[config.mk]
export PLATFORM = sky130hd
export DESIGN_NAME = ex_stage
export DESIGN_NICKNAME = d
export VERILOG_FILES = /design/src/rtl/ex_stage_pkg.sv /design/src/rtl/ex_div.sv /design/src/rtl/ex_stage.sv
export SDC_FILE = /design/constraint.sdc
export NUM_CORES = 2
export LEC_CHECK = 0
export ABC_AREA = 0
export CORE_ASPECT_RATIO = 1.2
export CORE_UTILIZATION = 45
export CTS_CLUSTER_DIAMETER = 30
export DETAILED_ROUTE_END_ITERATION = 8
export GPL_ROUTABILITY_DRIVEN = 0
export PLACE_DENSITY_LB_ADDON = 0.12
export SLEW_MARGIN = 25
export SYNTH_ARGS = -nofsm -noshare
export SYNTH_HDL_FRONTEND = slang
export SYNTH_HIERARCHICAL = 1
export SYNTH_SLANG_ARGS = --single-unit
[constraint.sdc]
create_clock -name clk -period 50.2 [get_ports clk]
set_input_delay 15.06 -clock clk [delete_from_list [all_inputs] [get_ports clk]]
set_output_delay 15.06 -clock clk [all_outputs]
set_load 0.1 [all_outputs]
[src/rtl/ex_stage_pkg.sv]
// Shared encodings for the execute stage: operation codes, result classes,
// divider FSM states and a magnitude helper used by the divider.
package ex_stage_pkg;

    localparam int REG_W          = 32;
    localparam int REG_ADDR_W     = 5;
    localparam int ALUOP_W        = 8;
    localparam int ALUSEL_W       = 3;
    localparam int DIV_CYCLES_DEF = 32;

    // Decoded operation codes (aluop_i).
    typedef enum logic [ALUOP_W-1:0] {
        EXE_NOP_OP   = 8'h00,
        EXE_SRL_OP   = 8'h02,
        EXE_SRA_OP   = 8'h03,
        EXE_MOVZ_OP  = 8'h0A,
        EXE_MOVN_OP  = 8'h0B,
        EXE_MOV_OP   = 8'h0C,
        EXE_MULT_OP  = 8'h18,
        EXE_MULTU_OP = 8'h19,
        EXE_DIV_OP   = 8'h1A,
        EXE_ADD_OP   = 8'h20,
        EXE_SUB_OP   = 8'h22,
        EXE_AND_OP   = 8'h24,
        EXE_OR_OP    = 8'h25,
        EXE_XOR_OP   = 8'h26,
        EXE_NOT_OP   = 8'h28,
        EXE_SLL_OP   = 8'h7C
    } aluop_e;

    // Result classes (alusel_i). MUL is shared by MULT/MULTU/DIV.
    typedef enum logic [ALUSEL_W-1:0] {
        EXE_RES_NOP   = 3'd0,
        EXE_RES_LOGIC = 3'd1,
        EXE_RES_SHIFT = 3'd2,
        EXE_RES_MOVE  = 3'd3,
        EXE_RES_ARITH = 3'd4,
        EXE_RES_MUL   = 3'd5
    } alusel_e;

    // Divider sequencer states.
    typedef enum logic [1:0] {
        DIV_IDLE = 2'd0,
        DIV_RUN  = 2'd1,
        DIV_ZERO = 2'd2,
        DIV_DONE = 2'd3
    } div_state_e;

    // Absolute value when treated as signed; 0x80000000 maps to itself,
    // which is the correct unsigned magnitude.
    function automatic logic [REG_W-1:0] mag32(input logic [REG_W-1:0] v,
                                               input logic             use_sign);
        return (use_sign && v[REG_W-1]) ? (~v + 32'd1) : v;
    endfunction

endpackage

[src/rtl/ex_div.sv]
// Iterative radix-2 restoring divider. Works on operand magnitudes and
// applies the quotient/remainder signs when the result is presented.
module ex_div
    import ex_stage_pkg::*;
#(
    parameter int DIV_CYCLES = DIV_CYCLES_DEF
) (
    input  logic        clk,
    input  logic        rst,
    input  logic        start,
    input  logic        signed_div,
    input  logic [31:0] opdata1,
    input  logic [31:0] opdata2,
    input  logic        annul,
    output logic [63:0] result,
    output logic        ready,
    output logic        busy
);

    localparam int               CNT_W     = $clog2(DIV_CYCLES) + 1;
    localparam logic [CNT_W-1:0] LAST_ITER = CNT_W'(DIV_CYCLES - 1);

    div_state_e       state_q, state_d;
    logic [CNT_W-1:0] cnt_q, cnt_d;
    logic [31:0]      quot_q, quot_d;    // dividend shifts out as quotient shifts in
    logic [31:0]      rem_q, rem_d;
    logic [31:0]      dvsr_q, dvsr_d;
    logic             quot_neg_q, quot_neg_d;
    logic             rem_neg_q, rem_neg_d;

    logic [32:0]      rem_shift;
    logic [32:0]      rem_trial;
    logic [31:0]      quot_fix;
    logic [31:0]      rem_fix;

    // Next-state, datapath step and status outputs of the division sequencer.
    always_comb begin
        // NOTE: every signal written here gets a default first, so no path
        // leaves one unassigned and no latch is inferred.
        state_d    = state_q;
        cnt_d      = cnt_q;
        quot_d     = quot_q;
        rem_d      = rem_q;
        dvsr_d     = dvsr_q;
        quot_neg_d = quot_neg_q;
        rem_neg_d  = rem_neg_q;
        ready      = 1'b0;
        busy       = 1'b0;
        rem_shift  = {rem_q, quot_q[31]};
        rem_trial  = rem_shift - {1'b0, dvsr_q};

        if (annul) begin
            state_d = DIV_IDLE;
        end else begin
            case (state_q)
                DIV_IDLE: begin
                    if (start) begin
                        state_d    = (opdata2 == 32'd0) ? DIV_ZERO : DIV_RUN;
                        quot_d     = mag32(opdata1, signed_div);
                        dvsr_d     = mag32(opdata2, signed_div);
                        rem_d      = 32'd0;
                        quot_neg_d = signed_div & (opdata1[31] ^ opdata2[31]);
                        rem_neg_d  = signed_div & opdata1[31];
                        cnt_d      = '0;
                    end
                end
                DIV_RUN: begin
                    busy  = 1'b1;
                    cnt_d = cnt_q + 1'b1;
                    if (rem_shift >= {1'b0, dvsr_q}) begin
                        rem_d  = rem_trial[31:0];
                        quot_d = {quot_q[30:0], 1'b1};
                    end else begin
                        rem_d  = rem_shift[31:0];
                        quot_d = {quot_q[30:0], 1'b0};
                    end
                    if (cnt_q == LAST_ITER) begin
                        state_d = DIV_DONE;
                    end
                end
                DIV_ZERO: begin
                    // Divide by zero: all-ones quotient (never sign-corrected),
                    // remainder is the dividend with its own sign restored.
                    busy       = 1'b1;
                    rem_d      = quot_q;
                    quot_d     = 32'hFFFF_FFFF;
                    quot_neg_d = 1'b0;
                    state_d    = DIV_DONE;
                end
                DIV_DONE: begin
                    // Always back to IDLE so a held DIV is not re-run from here.
                    ready   = 1'b1;
                    state_d = DIV_IDLE;
                end
                default: state_d = DIV_IDLE;
            endcase
        end
    end

    // Sign correction of the magnitude result.
    always_comb begin
        quot_fix = quot_neg_q ? (~quot_q + 32'd1) : quot_q;
        rem_fix  = rem_neg_q  ? (~rem_q  + 32'd1) : rem_q;
        result   = {rem_fix, quot_fix};
    end

    // State and datapath registers with asynchronous active-low reset.
    always_ff @(posedge clk or negedge rst) begin
        if (!rst) begin
            state_q    <= DIV_IDLE;
            cnt_q      <= '0;
            quot_q     <= '0;
            rem_q      <= '0;
            dvsr_q     <= '0;
            quot_neg_q <= 1'b0;
            rem_neg_q  <= 1'b0;
        end else begin
            // NOTE: non-blocking assignments so all registers update together
            // from the values sampled at this edge.
            state_q    <= state_d;
            cnt_q      <= cnt_d;
            quot_q     <= quot_d;
            rem_q      <= rem_d;
            dvsr_q     <= dvsr_d;
            quot_neg_q <= quot_neg_d;
            rem_neg_q  <= rem_neg_d;
        end
    end

endmodule

[src/rtl/ex_stage.sv]
// Execute stage: combinational ALU/shift/move/add-sub/multiply datapath,
// result-class mux, and stall generation around the iterative divider.
module ex_stage
    import ex_stage_pkg::*;
#(
    parameter int DIV_CYCLES = DIV_CYCLES_DEF
) (
    input  logic                  clk,
    input  logic                  rst,
    input  logic                  flush_i,
    input  logic [ALUOP_W-1:0]    aluop_i,
    input  logic [ALUSEL_W-1:0]   alusel_i,
    input  logic [REG_W-1:0]      reg1_i,
    input  logic [REG_W-1:0]      reg2_i,
    input  logic [REG_ADDR_W-1:0] wd_i,
    input  logic                  wreg_i,
    output logic [REG_ADDR_W-1:0] wd_o,
    output logic                  wreg_o,
    output logic [REG_W-1:0]      wdata_o,
    output logic [REG_W-1:0]      hi_o,
    output logic [REG_W-1:0]      lo_o,
    output logic                  whilo_o,
    output logic                  ov_o,
    output logic                  stallreq_o
);

    logic [31:0] logic_res, shift_res, move_res, arith_res;
    logic [31:0] sum, diff;
    logic        ov;
    logic        writes_reg;
    logic        is_mul, mul_signed, is_div;
    logic [63:0] mul_op1, mul_op2, product;
    logic        div_start, div_ready, div_busy;
    logic [63:0] div_result;

    assign sum  = reg1_i + reg2_i;
    assign diff = reg1_i - reg2_i;

    // Per-class results and operation flags decoded from aluop.
    always_comb begin
        logic_res  = 32'd0;
        shift_res  = 32'd0;
        move_res   = 32'd0;
        arith_res  = 32'd0;
        ov         = 1'b0;
        writes_reg = 1'b0;
        is_mul     = 1'b0;
        mul_signed = 1'b0;
        is_div     = 1'b0;
        case (aluop_i)
            EXE_OR_OP:   begin logic_res = reg1_i | reg2_i; writes_reg = 1'b1; end
            EXE_AND_OP:  begin logic_res = reg1_i & reg2_i; writes_reg = 1'b1; end
            EXE_XOR_OP:  begin logic_res = reg1_i ^ reg2_i; writes_reg = 1'b1; end
            EXE_NOT_OP:  begin logic_res = ~reg1_i;         writes_reg = 1'b1; end
            EXE_SLL_OP:  begin shift_res = reg1_i << reg2_i[4:0]; writes_reg = 1'b1; end
            EXE_SRL_OP:  begin shift_res = reg1_i >> reg2_i[4:0]; writes_reg = 1'b1; end
            EXE_SRA_OP:  begin
                shift_res  = $unsigned($signed(reg1_i) >>> reg2_i[4:0]);
                writes_reg = 1'b1;
            end
            EXE_MOV_OP:  begin move_res = reg1_i; writes_reg = 1'b1; end
            EXE_MOVZ_OP,
            EXE_MOVN_OP: begin move_res = reg2_i; writes_reg = 1'b1; end
            EXE_ADD_OP:  begin
                arith_res  = sum;
                ov         = (reg1_i[31] == reg2_i[31]) && (sum[31] != reg1_i[31]);
                writes_reg = 1'b1;
            end
            EXE_SUB_OP:  begin
                arith_res  = diff;
                ov         = (reg1_i[31] != reg2_i[31]) && (diff[31] != reg1_i[31]);
                writes_reg = 1'b1;
            end
            EXE_MULT_OP:  begin is_mul = 1'b1; mul_signed = 1'b1; end
            EXE_MULTU_OP: is_mul = 1'b1;
            EXE_DIV_OP:   is_div = 1'b1;
            default: ;
        endcase
    end

    // One 64-bit multiplier; signed MULT sign-extends, MULTU zero-extends.
    always_comb begin
        mul_op1 = {{32{mul_signed & reg1_i[31]}}, reg1_i};
        mul_op2 = {{32{mul_signed & reg2_i[31]}}, reg2_i};
        product = mul_op1 * mul_op2;
    end

    assign div_start = is_div & ~flush_i;

    ex_div #(
        .DIV_CYCLES (DIV_CYCLES)
    ) u_div (
        .clk        (clk),
        .rst        (rst),
        .start      (div_start),
        .signed_div (1'b1),
        .opdata1    (reg1_i),
        .opdata2    (reg2_i),
        .annul      (flush_i),
        .result     (div_result),
        .ready      (div_ready),
        .busy       (div_busy)
    );

    // Output mux, HI/LO write and stall request; everything is held at zero
    // while reset is asserted.
    always_comb begin
        wd_o       = '0;
        wreg_o     = 1'b0;
        wdata_o    = 32'd0;
        hi_o       = 32'd0;
        lo_o       = 32'd0;
        whilo_o    = 1'b0;
        ov_o       = 1'b0;
        stallreq_o = 1'b0;
        if (rst) begin
            wd_o   = wd_i;
            wreg_o = writes_reg & wreg_i;
            ov_o   = ov;
            case (alusel_i)
                EXE_RES_LOGIC: wdata_o = logic_res;
                EXE_RES_SHIFT: wdata_o = shift_res;
                EXE_RES_MOVE:  wdata_o = move_res;
                EXE_RES_ARITH: wdata_o = arith_res;
                default:       wdata_o = 32'd0;
            endcase
            if (is_mul) begin
                whilo_o = 1'b1;
                hi_o    = product[63:32];
                lo_o    = product[31:0];
            end else if (is_div && div_ready) begin
                whilo_o = 1'b1;
                hi_o    = div_result[63:32];
                lo_o    = div_result[31:0];
            end
            // IDLE with a DIV pending stalls in the same cycle; RUN/ZERO keep it.
            stallreq_o = div_busy | (div_start & ~div_ready);
        end
    end

endmodule

**After elaboration in Yosys (flattened, before gate mapping)**

Cells that the tools add are included.

- Flip-flop bits (word level): 106
- Bits of input ports: 84
- Output and inout bits: 105

- $add $sub $neg: 8
- $mul: 1
- Order comparisons: 1
- Equal/unequal tests: 30
- Shift operators: 3
- Multiplexer cells: 47
- Bitwise logic cells: 16
- Reductions and logical operators: 17

Operators by type and width:

| cell | number |
|---|---|
| $mux 32 | 14 |
| $pmux 32 s3 | 3 |
| $pmux 32 s4 | 2 |
| $add 32x1->32 const B | 4 |
| $not 32->32 | 4 |
| $pmux 32 s2 | 2 |
| $mul 33x33->64 | 1 |
| $sub 32x32->32 | 2 |
| $eq 8x6->1 const B | 6 |
| $ge 33x32->1 | 1 |
| $add 32x32->32 | 1 |
| $and 32x32->32 | 1 |
| $logic_not 32->1 | 1 |
| $or 32x32->32 | 1 |
| $shl 32x5->32 | 1 |
| $shr 32x5->32 | 1 |
| $sshr 32x5->32 | 1 |
| $xor 32x32->32 | 1 |
| $eq 8x4->1 const B | 3 |
| $eq 8x5->1 const B | 3 |
| $eq 8x2->1 const B | 2 |
| $mux 1 | 16 |
| $pmux 6 s2 | 1 |
| $reduce_and 3->1 | 4 |
| 29 further kinds | 47 |

**Longest topological paths before layout**

- Depth after elaboration: 7
- Depth in mapped cells: 34
- Gate-level depth less buffers: 32

**Modules after synthesis**

Netlist, hierarchy kept.

Modules (own cells, without submodules):

| module | times used | cells each | area an instance (um2) | seq. area each (um2) |
|---|---|---|---|---|
| ex_stage | 1 | 5804 | 47304.1 | 0.0 |
| ex_div | 1 | 1233 | 9426.5 | 2652.5 |

**Least setup slack after synthesis**

Ideal clock, no wire load.

- Path kind: input -> output
- Start point: input port reg2_i[1]
- End point: output port hi_o[28]
- Arrival time: 25154 ps
- Setup slack: 9986 ps
- Stages: 31
- Path buffers: 7
- Cell sequence: buf_2 -> buf_2 -> buf_2 -> buf_2 -> buf_2 -> buf_1 -> nand3_1 -> inv_1 -> fa_1 -> fa_1 -> fa_1 -> fa_1 -> inv_1 -> fa_1 -> inv_1 -> fa_1 -> inv_1 -> fa_1 -> fa_1 -> inv_1 -> ha_1 -> clkbuf_1 -> a21o_1 -> a31oi_1 -> o21ai_0 -> a21oi_1 -> nand2_1 -> a31oi_1 -> a21oi_1 -> xnor2_1 -> a211oi_1

- Word-level cells in the longest chain between the ends: 3

Ends and longest elaborated chain:

| item | RTL line | source |
|---|---|---|
| start, declared | ex_stage.sv:14 | `input logic [REG_W-1:0] reg2_i,` |
| $mul 33x33->64 | ex_stage.sv:85 | `product = mul_op1 * mul_op2;` |
| $mux 32 | ex_stage.sv:127 | `if (is_mul) begin` |
| $mux 32 | ex_stage.sv:116 | `if (rst) begin` |
| end, declared | ex_stage.sv:20 | `output logic [REG_W-1:0] hi_o,` |

No other way between the ends.

**Final worst setup path**

- Start point: input port aluop_i[1]
- End point: output port hi_o[31]

- Word-level cells in the longest chain between the ends: 6

Ends and longest elaborated chain:

| item | RTL line | source |
|---|---|---|
| start, declared | ex_stage.sv:11 | `input logic [ALUOP_W-1:0] aluop_i,` |
| $eq 8x5->1 | ex_stage.sv:50 | `case (aluop_i)` |
| $mux 1 | ex_stage.sv:50 |  |
| $and 1x1->1 (tied with other cells) | ex_stage.sv:83 | `mul_op1 = {{32{mul_signed & reg1_i[31]}}, reg1_i};` |
| $mul 33x33->64 / $mux 32 (equally long branches) | ex_stage.sv:85, ex_stage.sv:131 |  |
| $mux 32 (*) | ex_stage.sv:127 |  |
| $mux 32 (*) | ex_stage.sv:116 |  |

Mark *: on every way between the ends. The rest lies on a longest branch, timed or not.

==> summary by stage <==
Critical path
The highest net fanout along the worst path is 19. The critical path depth is 33. For this design, the slowest cell found on the critical path is clkdlybuf4s50_1.

The kind of cell adding the most delay to the critical path is adder cells. The type of the worst setup path is input port to output pin. For the worst setup path, the data arrival time is between 20000 and 30000 ps.

The worst setup path startpoint is aluop_i[1]. The worst setup path is captured at an output pin. The data required time at the worst endpoint is roughly 35000 ps. STA classifies the critical path startpoint as an input port.

The critical path's most frequent cell is fa_1. The reg-to-reg critical path startpoint is u_div/rem_q[5]. The count of buffering cells on the critical path with inverters included is 11.

The number of cells on the worst reg-to-reg path is 11. The largest single stage delay on the critical path is around 1200 ps.

Yosys
The synthesized design contains 0 enable-type register cells. In this run the mean area of a mapped cell was between 8 and 9 um^2. After synthesis the cells add up to roughly 57000 um^2. The share of synthesized registers carrying an async set or reset is 1.00. In the synthesized netlist the dominant register cell turns out to be dfrtp_1. Yosys printed 6 warnings. The share of the Yosys chip area taken by registers is 0.0468. Synthesis inferred 106 register bits. The number of distinct library cell variants in the gate-level netlist after synthesis is approximately 120.

Synthesis produced a netlist whose cell count is between 7000 and 8000.

Clock tree
The clock tree buffer depth is 2. The H-tree was split into 3 levels. The number of hold buffers added after cts is 0.

The number of buffers created by CTS is 9. The clock input transition at the sequential cells of the worst setup and hold paths is roughly 80 ps. Post-CTS repair changed the size of 0 cells. Clock tree synthesis found a total of 106 sinks. TritonCTS built the clock tree. The post-CTS repair timing setup buffer count is 0. The tree is rooted in a clkbuf_16.

The clock insertion delay at the later pin of the skew report is roughly 380 ps.

Detailed routing
The detailed router finished its first iteration with 6662 violations. The average detailed-routed wire length per instance is approximately 28 um. The count of TritonRoute iterations in the first routing pass is 8.

The remaining number of nets flagged by the antenna check after routing is 0. The sum of routed wire length over all layers is 242000 um. The via count normalized by instance count is 6.10. The count of vias placed by the detailed router is 52400. For this run, design rule violations remaining after detail routing come to 0.

Worst hold path
In this run the worst hold path is classified as flip-flop to flip-flop. The worst hold path begins at u_div/dvsr_q[10]. The number of instances on the worst hold path is 2.

Timing
Dividing the final minimum period by the clock period gives 0.832. The slew at the pin closest to its max-slew limit is ~1100 ps. In this run the tightest slew margin relative to its limit is 0.235. The number of pins with negative max-slew slack in the final report came to 0. The number of hold violations in the final report is 0.

Setup violations remaining at the end of the flow were counted as 0. The post-route setup TNS is 0 ps. The clock skew is around 20 ps. Setup repair after global routing left no endpoint under its margin. The maximum clock rate is 0.0239 GHz. The final critical delay including setup and external delays is between 40000 and 50000 ps.

Floorplan
The width of the die is roughly 330 um. For this configuration, the core starts out at a cell density of 0.454. The full die area is roughly 130000 um^2. During I/O placement, the number of pins put on the boundary was 189. The floorplan has roughly 140 rows.

The region available for standard cell placement spans approximately 120000 um^2. The vertical die dimension is approximately 400 um.

GRT
Summed over all layers, the global routing overflow is 0. The total routing usage reported by global routing is 0.377. The via count of the first global-routing pass is approximately 52000. The number of antenna violations at the first check in global routing is 22. The maximum number of pins on one net before global-route repair is 79. The first-pass GRT wire length is about 350000 um.

Run
Across the run, the number of max-cap violations was 0.

Cells and area
In the final layout, the share of cells above drive strength 1 is 0.0467. The number of nets in the layout is between 8000 and 9000. The growth of design area from synthesis to finish is 5.65%.

Run status
The run finished with clean final reports.

Place
Once detailed placement completed, the half-perimeter wirelength came to about 190000 um. The count of buffers added on input and output ports is about 190.
registers in the layout (all words and copies together) (netlist names):
| name | flops |
|---|---|
| u_div/cnt_q | 6 |
| u_div/quot_neg_q | 1 |
| u_div/rem_neg_q | 1 |
| u_div/state_q | 2 |
| u_div/rem_q | 32 |
| u_div/quot_q | 32 |
| u_div/dvsr_q | 32 |
final cells by class:
| type | count | area [um^2] |
|---|---|---|
| Clock inverter | 5 | 46.3 |
| Sequential cell | 106 | 2650 |
| Fill cell | 12500 | 65000 |
| Timing Repair Buffer | 322 | 2600 |
| Antenna cell | 6 | 15.0 |
| Multi-Input combinational cell | 5189 | 47400 |
| Clock buffer | 11 | 233 |
| Tap cell | 1656 | 2070 |
| Inverter | 1301 | 4890 |
cells in the final DEF, fill, tap and decap left out, types with 21 or more instances in the layout:
master,n
a211oi_1,34
nor3_1,74
xor2_1,57
a22o_1,24
and2_1,22
o21bai_1,31
nand3_1,72
buf_4,141
o221ai_1,23
nor4_1,24
nand2b_1,38
a21oi_1,397
a22oi_1,35
nor2_1,547
and3_1,31
o21ai_0,286
o211ai_1,32
buf_2,53
mux2i_1,66
xnor2_1,175
a31oi_1,41
mux4_2,35
o22ai_1,64
inv_1,1281
a21o_1,62
nand4_1,23
fa_1,1128
o41ai_1,21
o31ai_1,40
clkdlybuf4s50_1,127
nand2_1,1172
ha_1,351
dfrtp_1,105
synthesized netlist by cell type, drive strengths merged, types with 32 or more instances:
cell,instances,area share
nor3,78,0.0070
o21bai,32,0.0043
o211ai,33,0.0045
a31oi,43,0.0051
clkbuf,321,0.022
xor2,57,0.0088
o22ai,64,0.0071
nand2,1172,0.078
inv,1286,0.085
xnor2,175,0.027
a22oi,35,0.0046
o21ai,303,0.027
o31ai,42,0.0056
dfrtp,106,0.047
buf,126,0.011
a21oi,399,0.035
mux4,35,0.014
a21o,63,0.0084
a211oi,35,0.0047
nand2b,42,0.0048
fa,1128,0.40
nand3,73,0.0064
nor2,550,0.036
ha,351,0.077
mux2i,66,0.012
stage by stage:
step | std cells | setup slack, ps | hold slack (ps) | area [um^2] | utilization
4_1_cts | 8590 | 8730 | 489 | 59900 | 0.480
5_1_grt | 8591 | 8030 | 511 | 59900 | 0.480
2_1_floorplan | 7043 | 9990 | 449 | 56800 | -
3_5_place_dp | 8574 | 8750 | 471 | 59600 | 0.477
3_3_place_gp | 8574 | 8900 | 463 | 59600 | 0.477
6_report | 8596 | 8440 | 483 | 59900 | 0.480
worst paths after layout:
check | end | slack [ps]
max | hi_o[31] | 8440
min | u_div/dvsr_q[10] | 480
max reg2reg | u_div/rem_q[4] | 46120
min reg2reg | u_div/dvsr_q[10] | 480
max in group asynchronous | u_div/rem_neg_q | 33880
min in group asynchronous | u_div/rem_q[27] | 14540
cells by family (layout without fill, tap and decap cells):
family                   Yosys count  count (layout)  synth area share
flip-flops                       106             106            0.0468
other                              1              13         0.0000661
adder cells (fa/ha/maj)         1479            1479             0.475
buffers and inverters           1748            1639             0.119
AND/OR/NAND/NOR                 2104            2104             0.155
XOR/XNOR                         232             232            0.0358
multiplexers                     111             111            0.0276
AO/OA/AOI/OAI                   1256            1256             0.141
routing by layer:
metal  global-route usage  wire, um  vias up
met4                0.230     18400       14
met2                0.567    103000     3413
li1                     -         -    21900
met3                0.109     30000      863
met1                0.479     89700    26200
met5                    0        82        -
worst reg2reg max path, cell delays in order, from the launching register on:
cell     delay (ps)
dfrtp_1         470
ha_1            410
and3_1          210
nand4_1         110
or4_1           560
nor4b_1         430
nor3_1          110
o21a_1          320
nand2_1         320
buf_4           340
mux2_1          370
a221o_1         320
Power is left out: the tool's default activity adds up to more than one toggle a clock period on the data nets, which glitch-free logic cannot reach.
